==> config.mk <==
export PLATFORM = sky130hd
export DESIGN_NAME = spi_frame_controller
export DESIGN_NICKNAME = d
export VERILOG_FILES = /design/src/rtl/spi_frame_pkg.sv /design/src/rtl/spi_shift_reg.sv /design/src/rtl/spi_frame_controller.sv
export SDC_FILE = /design/constraint.sdc
export NUM_CORES = 1
export LEC_CHECK = 0
export ABC_AREA = 1
export CORE_ASPECT_RATIO = 1.4
export CORE_MARGIN = 1
export CORE_UTILIZATION = 40
export DETAILED_ROUTE_END_ITERATION = 8
export PLACE_DENSITY = 0.75
export RECOVER_POWER = 25
export SLEW_MARGIN = 20
export SYNTH_ARGS = -nofsm -noshare
export SYNTH_HDL_FRONTEND = slang
export SYNTH_SLANG_ARGS = --single-unit
==> constraint.sdc <==
create_clock -name clk -period 1.61 [get_ports clk]
set_input_delay 0.161 -clock clk [delete_from_list [all_inputs] [get_ports clk]]
set_output_delay 0.161 -clock clk [all_outputs]
set_load 0.02 [all_outputs]
==> src/rtl/spi_frame_pkg.sv <==
// Shared types and constants for the SPI frame controller.
package spi_frame_pkg;

  typedef enum logic [2:0] {
    ST_IDLE,
    ST_GET_ADDR,
    ST_READ_LOAD,
    ST_READ_SHIFT,
    ST_WRITE_SHIFT,
    ST_WRITE_COMMIT,
    ST_DONE
  } state_t;

  localparam logic RW_READ  = 1'b1;
  localparam logic RW_WRITE = 1'b0;

endpackage

==> src/rtl/spi_shift_reg.sv <==
// Data shift register: synchronous clear, parallel load, left shift with
// serial input at the LSB and serial output from the MSB.
module spi_shift_reg #(
  parameter int WIDTH = 8
) (
  input  logic             clk,
  input  logic             rst_n,
  input  logic             clear,
  input  logic             load,
  input  logic [WIDTH-1:0] load_data,
  input  logic             shift_en,
  input  logic             serial_in,
  output logic [WIDTH-1:0] data,
  output logic             serial_out
);

  always_ff @(posedge clk or negedge rst_n) begin
    if (!rst_n) begin
      data <= '0;
    end else if (clear) begin
      data <= '0;
    end else if (load) begin
      data <= load_data;
    end else if (shift_en) begin
      data <= {data[WIDTH-2:0], serial_in};
    end
  end

  assign serial_out = data[WIDTH-1];

endmodule

==> src/rtl/spi_frame_controller.sv <==
// Frame-level SPI slave (mode 0, MSB first): address byte then data byte(s)
// onto a synchronous register file. Optional burst mode: define SPI_BURST_EN.
module spi_frame_controller
  import spi_frame_pkg::*;
#(
  parameter int ADDR_WIDTH = 7,
  parameter int DATA_WIDTH = 8
) (
  input  logic                  clk,
  input  logic                  rst_n,
  input  logic                  cs_n,
  input  logic                  sclk_posedge,
  input  logic                  sclk_negedge,
  input  logic                  mosi,
  input  logic [DATA_WIDTH-1:0] mem_rd_data,
  output logic [ADDR_WIDTH-1:0] mem_addr,
  output logic                  mem_wr_en,
  output logic [DATA_WIDTH-1:0] mem_wr_data,
  output logic                  miso,
  output logic                  miso_oe,
  output logic                  busy
);

  localparam int unsigned AB_W    = ADDR_WIDTH + 1;
  localparam int unsigned CNT_MAX = (AB_W > DATA_WIDTH) ? AB_W : DATA_WIDTH;
  localparam int unsigned CNT_W   = $clog2(CNT_MAX + 2);

  localparam logic [CNT_W-1:0] ADDR_LAST = CNT_W'(AB_W - 1);
  localparam logic [CNT_W-1:0] DATA_LAST = CNT_W'(DATA_WIDTH - 1);

  state_t                  state;
  logic [CNT_W-1:0]        bit_cnt;
  logic [ADDR_WIDTH-1:0]   addr_sr;
  logic [AB_W-1:0]         addr_next;
  logic                    pos;
  logic                    neg;
  logic                    abort;

  logic                    sr_clear;
  logic                    sr_load;
  logic                    sr_shift;
  logic                    sr_in;
  logic [DATA_WIDTH-1:0]   sr_data;
  logic                    sr_msb;

  // A coincident negedge is dropped so the posedge is always the one processed.
  assign pos       = sclk_posedge;
  assign neg       = sclk_negedge & ~sclk_posedge;
  assign addr_next = {addr_sr, mosi};
  assign abort     = cs_n && (state != ST_IDLE) && (state != ST_WRITE_COMMIT);

  always_comb begin
    sr_clear = 1'b0;
    sr_load  = 1'b0;
    sr_shift = 1'b0;
    sr_in    = 1'b0;
    if (!cs_n) begin
      unique case (state)
        ST_IDLE:        sr_clear = 1'b1;
        ST_READ_LOAD:   sr_load  = 1'b1;
        ST_WRITE_SHIFT: begin
          sr_shift = pos;
          sr_in    = mosi;
        end
        ST_READ_SHIFT:  sr_shift = neg && (bit_cnt != '0) && (bit_cnt <= DATA_LAST);
        default: ;
      endcase
    end
  end

  spi_shift_reg #(
    .WIDTH (DATA_WIDTH)
  ) u_shift_reg (
    .clk        (clk),
    .rst_n      (rst_n),
    .clear      (sr_clear),
    .load       (sr_load),
    .load_data  (mem_rd_data),
    .shift_en   (sr_shift),
    .serial_in  (sr_in),
    .data       (sr_data),
    .serial_out (sr_msb)
  );

  always_ff @(posedge clk or negedge rst_n) begin
    if (!rst_n) begin
      state    <= ST_IDLE;
      bit_cnt  <= '0;
      addr_sr  <= '0;
      mem_addr <= '0;
      miso_oe  <= 1'b0;
    end else if (abort) begin
      state   <= ST_IDLE;
      miso_oe <= 1'b0;
    end else begin
      unique case (state)
        ST_IDLE: begin
          if (!cs_n) begin
            state   <= ST_GET_ADDR;
            bit_cnt <= '0;
            addr_sr <= '0;
          end
        end

        ST_GET_ADDR: begin
          if (pos) begin
            addr_sr <= addr_next[ADDR_WIDTH-1:0];
            if (bit_cnt == ADDR_LAST) begin
              mem_addr <= addr_next[AB_W-1:1];
              bit_cnt  <= '0;
              unique case (addr_next[0])
                RW_READ:  state <= ST_READ_LOAD;
                RW_WRITE: state <= ST_WRITE_SHIFT;
              endcase
            end else begin
              bit_cnt <= bit_cnt + CNT_W'(1);
            end
          end
        end

        // mem_rd_data settles during this cycle and is captured on exit.
        ST_READ_LOAD: begin
          miso_oe <= 1'b1;
          bit_cnt <= '0;
          state   <= ST_READ_SHIFT;
        end

        ST_READ_SHIFT: begin
          if (pos) begin
            if (bit_cnt == DATA_LAST) begin
              miso_oe <= 1'b0;
              bit_cnt <= '0;
`ifdef SPI_BURST_EN
              mem_addr <= mem_addr + ADDR_WIDTH'(1);
              state    <= ST_READ_LOAD;
`else
              state    <= ST_DONE;
`endif
            end else begin
              bit_cnt <= bit_cnt + CNT_W'(1);
            end
          end
        end

        ST_WRITE_SHIFT: begin
          if (pos) begin
            if (bit_cnt == DATA_LAST) begin
              bit_cnt <= '0;
              state   <= ST_WRITE_COMMIT;
            end else begin
              bit_cnt <= bit_cnt + CNT_W'(1);
            end
          end
        end

        // The strobe is never cut short; cs_n only decides where we go next.
        ST_WRITE_COMMIT: begin
          bit_cnt <= '0;
          if (cs_n) begin
            state <= ST_IDLE;
          end else begin
`ifdef SPI_BURST_EN
            mem_addr <= mem_addr + ADDR_WIDTH'(1);
            state    <= ST_WRITE_SHIFT;
`else
            state    <= ST_DONE;
`endif
          end
        end

        ST_DONE: ;

        default: state <= ST_IDLE;
      endcase
    end
  end

  assign mem_wr_en   = (state == ST_WRITE_COMMIT);
  assign mem_wr_data = (state == ST_WRITE_COMMIT) ? sr_data : '0;
  assign miso        = sr_msb;
  assign busy        = (state != ST_IDLE);

endmodule

==> results.cfg, run 1 <==
[sta]
timing.clock.skew_ns = 0.006816
finalWorstSetupSlack_ns = 0.07338
finalSetupViolCount = 0
period_minus_slack_ns = 1.537
fmax_ghz = 0.6508
hold_vio_cnt_final = 0
worst_slew_margin_rel_pct = 48.89
rsz_0062_raised_after_global_routing = yes
slew_viol_final = 0
timing.final.crit_share_pct = 95.44
worstMarginPinSlew_ns = 0.7666

[setup_path]
r2r-start = state[0]
required_ns = 1.78
critical_path.reg2reg.endpoint = state[0]
slack_of_the_worst_reg_to_reg_path_ns = 0.07
cp-startpoint = state[0]
crit_path_start_kind = flip-flop
timing.critical_path.fanout_max = 8
reg2reg_depth = 7
cp_data_arrival_time_ns = 1.71
criticalPathCategory = reg -> reg
worst_setup_path_end_kind = flip-flop

[clock_tree]
worst_skew_pair.late_latency_ns = 0.28
cts.htree.levels = 2
worst_setup_hold_path_clk_slew_ns = 0.06
cts_root_buf = sky130_fd_sc_hd__clkbuf_8
cts_max_path_buffers = 2
cts-buffers-inserted = 5
clock-sinks = 30
clock_tree_from_tritoncts = done

[outcome]
status = completed

[yosys]
ys_seq_elements = 30
yosys_warnings = 0
synth-edff-count = 0
synth-async-reset-ratio_pct = 100.0
synth.largest_area_cell = sky130_fd_sc_hd__dfrtp_1
synth_area_mm2 = 0.001854
synth_cell_type_count = 28
synth.yosys.seq_area_share_pct = 40.49
syn-num-nets = 256
avgSynthCellArea_um2 = 7.726
yosysTopAreaCellShare_pct = 40.49
most_used_dff_post_synth = sky130_fd_sc_hd__dfrtp_1
synth_top_area_cells = sky130_fd_sc_hd__dfrtp_1 40%, sky130_fd_sc_hd__nand2_1 14%, sky130_fd_sc_hd__nand3_1 6.5%, sky130_fd_sc_hd__inv_1 5.9%, sky130_fd_sc_hd__o21ai_2 3.8%
syn-instance-count = 240

[global_routing]
grt_antenna_before_repair = 0
total_track_usage_pct = 18.86
number_of_global_route_vias_before_repair = 1672
first_pass_grt_wire_length_um = 6920
largest_net_degree_at_the_start_of_global_routing = 31
grt.overflow.total = 0

[drt]
dr_total_vias = 1755
antenna_left = 0
post_drt_via_cell_ratio = 4.930
totalWireLength_um = 4210
drc = 0
post_drt_wl_per_cell_um = 11.83
detail_route.iter0.violations = 68
drt-pass1-iter-count = 4

[min_path]
timing.hold.worst_endpoint = mem_addr[4]
number_of_cells_traversed_by_the_worst_hold_path = 2
min-delay-path-class = reg -> reg
hold_path.startpoint = mem_addr[4]

[placed_design]
pre_cts_slack_ns = 0.02281
post_dp_cell_area_mm2 = 0.002312
io_buffers = 32
routabilityCongestion = 0.8746
place_hpwl_um = 3022

[floorplanning]
rows = 28
die-area_mm2 = 0.004916
floorplan.initialDensity_pct = 42.68
ioPinCount = 33
coreArea_mm2 = 0.004344
chipHeight_um = 82.56
die_wd_um = 59.55

[layout]
drive_above_1_share_pct = 22.64
nNetsFinal = 312
fillerInstances = 427
seqCellArea_um2 = 752.0
antenna_cells = 0
footprint_of_the_multi_input_gates_um2 = 948.4
syn_to_final_growth_pct = 33.06
final_area_mm2 = 0.002467

[job]
timing.max_cap.violations = 0

[pwr]
vdd_ir_drop_max_mv = 0.5936
post-layout-total-power_mw = 3.336
p_leak_nw = 1.174
powerDensity_mw_per_mm2 = 1352
## worst max-delay path, cell delays in order, from the launching register on
cell and delay, ns:
sky130_fd_sc_hd__dfrtp_2 0.45, sky130_fd_sc_hd__buf_4 0.19, sky130_fd_sc_hd__nand3_1 0.18, sky130_fd_sc_hd__nand3_2 0.18, sky130_fd_sc_hd__nand3_1 0.19, sky130_fd_sc_hd__nand2_1 0.11, sky130_fd_sc_hd__nand2_1 0.08, sky130_fd_sc_hd__nand2_1 0.05
## synthesized netlist by cell type, types with 4 or more instances
master / instances
sky130_fd_sc_hd__buf_6: 4
sky130_fd_sc_hd__o21ai_1: 9
sky130_fd_sc_hd__o21ai_2: 8
sky130_fd_sc_hd__dfrtp_1: 30
sky130_fd_sc_hd__nand3_1: 24
sky130_fd_sc_hd__o21ai_0: 4
sky130_fd_sc_hd__nand2_2: 7
sky130_fd_sc_hd__nor2_1: 14
sky130_fd_sc_hd__nand4_1: 5
sky130_fd_sc_hd__nand2_1: 71
sky130_fd_sc_hd__nand3b_1: 4
sky130_fd_sc_hd__a21oi_1: 9
sky130_fd_sc_hd__inv_1: 29
## report_power, final
group | internal, mW | switching, mW
sequential | 0.901 | 0.131
clock | 0.289 | 0.267
combinational | 0.685 | 1.06
total | 1.88 | 1.46
## cells by family (layout without fill, tap and decap cells)
logic type	Yosys count	in the layout	share of synthesized area, %
AO/OA/AOI/OAI	32	32	10.66
buffers and inverters	39	94	9.919
XOR/XNOR	1	1	0.4724
flip-flops	30	30	40.49
adder cells (fa/ha/maj)	2	2	1.349
AND/OR/NAND/NOR	136	137	37.11
## sequential cells by signal, summed over array words and instances (netlist names)
register / cells
u_shift_reg.data: 8
addr_sr: 7
mem_addr: 7
bit_cnt: 4
state: 3
miso_oe: 1
## area by class of cell
type                            instances  share of cell area [%]
Clock buffer                            5                   2.789
Clock inverter                          2                  0.4057
Inverter                               33                   5.122
Multi-Input combinational cell        172                   38.44
Sequential cell                        30                   30.48
Tap cell                               60                   3.043
Timing Repair Buffer                   54                   19.73
## metal layers
metal | track usage [%] | vias to the layer above | routed length (µm)
li1 | - | 880 | -
met1 | 20.02 | 818 | 1793
met2 | 34.27 | 49 | 2155
met3 | 3.894 | 8 | 176
met4 | 10.23 | 0 | 84
met5 | 0 | - | 0
## metrics by stage
step,TNS [ns],cells,util [%],hold slack [ns]
after floorplan,0,240,-,-0.1346
after global placement,0,342,53.23,0.4732
after detailed placement,0,342,53.23,0.4724
after CTS,0,349,54.78,0.2949
after global routing,-0.07110,356,56.80,0.5066
final,0,356,56.80,0.4842
## what timing repair did
action | 4_1_cts | 5_1_grt
hold buffers | 0 | 0
endpoints found under the hold margin | 0 | 0
pin swaps | 0 | 4
setup endpoints to repair | 10 | 26
gates cloned | 0 | 1
resized for setup | 11 | 13
buffers inserted | 0 | 6
## placed cells by master, fill, tap and decap left out, types with 4 or more instances in the layout
| cell | instances |
|---|---|
| sky130_fd_sc_hd__clkdlybuf4s50_1 | 21 |
| sky130_fd_sc_hd__a21oi_1 | 8 |
| sky130_fd_sc_hd__nand2_2 | 8 |
| sky130_fd_sc_hd__buf_4 | 19 |
| sky130_fd_sc_hd__dlygate4sd2_1 | 6 |
| sky130_fd_sc_hd__nor2_1 | 13 |
| sky130_fd_sc_hd__nand3_1 | 24 |
| sky130_fd_sc_hd__o21ai_2 | 9 |
| sky130_fd_sc_hd__o21ai_1 | 8 |
| sky130_fd_sc_hd__nand4_1 | 5 |
| sky130_fd_sc_hd__o21ai_0 | 4 |
| sky130_fd_sc_hd__inv_1 | 29 |
| sky130_fd_sc_hd__nand3b_1 | 4 |
| sky130_fd_sc_hd__dfrtp_1 | 29 |
| sky130_fd_sc_hd__nand2_1 | 70 |
| sky130_fd_sc_hd__clkbuf_8 | 5 |
## worst max-delay path by stage
stage                     endpoint  slack (ns)  depth (start not counted)
4_1_cts                       busy       0.007                          4
6_report                  state[0]        0.07                          7
3_5_place_dp   u_shift_reg.data[2]        0.02                         10
2_1_floorplan  u_shift_reg.data[1]        0.17                         10
3_3_place_gp            addr_sr[1]        0.03                          7
5_1_grt                 bit_cnt[0]       -0.02                          9
Power figures use the tool's default switching activity.
==> inputs of run 2 (changes only) <==
==> constraint.sdc (replaced) <==
create_clock -name clk -period 1.61 [get_ports clk]
set_input_delay 0.2415 -clock clk [delete_from_list [all_inputs] [get_ports clk]]
set_output_delay 0.2415 -clock clk [all_outputs]
set_load 0.02 [all_outputs]
==> results.cfg, run 2 (synthesis results as in run 1) <==
[floorplanning]
chipHeight_um = 82.56
die-area_mm2 = 0.004916
floorplan.initialDensity_pct = 42.68
die_wd_um = 59.55
coreArea_mm2 = 0.004344
rows = 28
ioPinCount = 33

[clock_tree]
clock-sinks = 30
cts_max_path_buffers = 2
worst_setup_hold_path_clk_slew_ns = 0.06
postCtsSetupBuffers = 0
clock_tree_from_tritoncts = done
cts_root_buf = sky130_fd_sc_hd__clkbuf_8
cts-buffers-inserted = 5
worst_skew_pair.late_latency_ns = 0.28
cts.htree.levels = 2
ctsHoldBuffers = 0

[global_routing]
first_pass_grt_wire_length_um = 7196
number_of_global_route_vias_before_repair = 1666
grt.overflow.total = 0
largest_net_degree_at_the_start_of_global_routing = 31
total_track_usage_pct = 19.52
grt_antenna_before_repair = 0

[pwr]
power.switching_mw = 1.446
comb_power_share_pct = 52.0
vdd_ir_drop_max_mv = 0.6452
cell_internal_pwr_mw = 1.933
p_leak_nw = 1.159
post-layout-total-power_mw = 3.379
powerDensity_mw_per_mm2 = 1373
swShare_pct = 42.81
share_seq_of_total_power_pct = 30.4
pwr-share-clk_pct = 17.6

[drt]
post_drt_via_cell_ratio = 4.840
detail_route.iter0.violations = 85
dr_total_vias = 1723
drc = 0
antenna_left = 0
totalWireLength_um = 4322
post_drt_wl_per_cell_um = 12.14
drt-pass1-iter-count = 4

[job]
timing.max_cap.violations = 0

[layout]
drive_above_1_share_pct = 24.66
layout_common_cells = 70 x sky130_fd_sc_hd__nand2_1, 29 x sky130_fd_sc_hd__inv_1, 28 x sky130_fd_sc_hd__dfrtp_1
antenna_cells = 0
most_common_cell_after_layout_fill_and_taps_aside = sky130_fd_sc_hd__nand2_1
syn_to_final_growth_pct = 32.73
registers.top_by_ff_count = u_shift_reg.data
largest_register_ff_count = 8
nNetsFinal = 313
layout_top_registers = u_shift_reg.data x8, addr_sr x7, mem_addr x7

[sta]
slew_viol_final = 0
worstMarginPinSlew_ns = 0.7503
worst_hold_slack_ns = 0.4869
finalWorstSetupSlack_ns = 0.06912
worst_slew_margin_rel_pct = 49.98
finalSetupViolCount = 0
hold_vio_cnt_final = 0
period_minus_slack_ns = 1.541
timing.final.crit_share_pct = 95.71
fmax_ghz = 0.6490
rsz_0062_raised_after_global_routing = no
timing.setup.tns_ns = 0
timing.clock.skew_ns = 0.008648

[setup_path]
cp_data_arrival_time_ns = 1.30
required_ns = 1.37
critPathMaxStageDelay_ns = 0.40
crit_path_cell_trace = inv_4 -> nand3_4 -> inv_1 -> clkdlybuf4s15_1
worst_setup_path_end_kind = primary output
crit_path_start_kind = flip-flop
criticalPathCategory = reg -> out
timing.critical_path.slowest_stage_cell = sky130_fd_sc_hd__dfrtp_1
reg2reg_depth = 9
timing.critical_path.fanout_max = 10

[placed_design]
pre_cts_slack_ns = 0.01314
io_buffers = 32
place_hpwl_um = 3117
routabilityCongestion = 0.8695

[min_path]
number_of_cells_traversed_by_the_worst_hold_path = 2
min-delay-path-class = reg -> reg

[outcome]
status = completed
[run 2: power groups by stage]
stage          Clock (mW)  Sequential [mW]  Combinational (mW)
2_1_floorplan           0             1.03                1.15
3_3_place_gp            0             1.03                1.73
3_5_place_dp            0             1.03                1.75
4_1_cts             0.618             1.03                1.75
5_1_grt             0.647             1.04                1.96
6_report            0.595             1.03                1.76
[run 2: routing by layer]
layer	share of wire (%)	GRT usage, %	routed length [µm]
met2	51	35.28	2220
met4	2.2	10.00	93
met5	0	0	0
met3	4.3	4.050	184
met1	42	21.12	1824
[run 2: what timing repair did]
| item | CTS | global route |
|---|---|---|
| gates cloned | 0 | 1 |
| pin swaps | 1 | 3 |
| gates resized for setup | 17 | 18 |
| setup endpoints to repair | 12 | 18 |
[run 2: area by class of cell]
cell class	count	area [µm²]
Fill cell	423	1883
Multi-Input combinational cell	172	943.4
Sequential cell	30	753.2
Timing Repair Buffer	55	480.5
Inverter	33	126.4
Clock buffer	6	82.58
Tap cell	60	75.07
[run 2: per-stage QoR]
stage | util (%) | cell area, µm² | std cells
6_report | 56.65 | 2461 | 356
5_1_grt | 56.65 | 2461 | 356
4_1_cts | 56.83 | 2469 | 355
3_5_place_dp | 55.01 | 2390 | 349
3_3_place_gp | 55.01 | 2390 | 349
2_1_floorplan | - | 1854 | 240
[run 2: critical path, delay by kind of cell, from the launching register on]
kind,cells,cell delay [ns]
AND/OR/NAND/NOR,1,0.12
flip-flops,1,0.40
buffers and inverters,3,0.49
[run 2: worst paths after layout]
check | slack [ns] | endpoint | startpoint
hold / removal | 0.49 | mem_addr[4] | mem_addr[4]
min in group asynchronous | 0.56 | mem_addr[6] | rst_n
hold reg to reg | 0.49 | mem_addr[4] | mem_addr[4]
setup / recovery | 0.07 | mem_wr_en | state[1]
max in group asynchronous | 0.54 | state[2] | rst_n
setup reg to reg | 0.10 | u_shift_reg.data[5] | state[1]
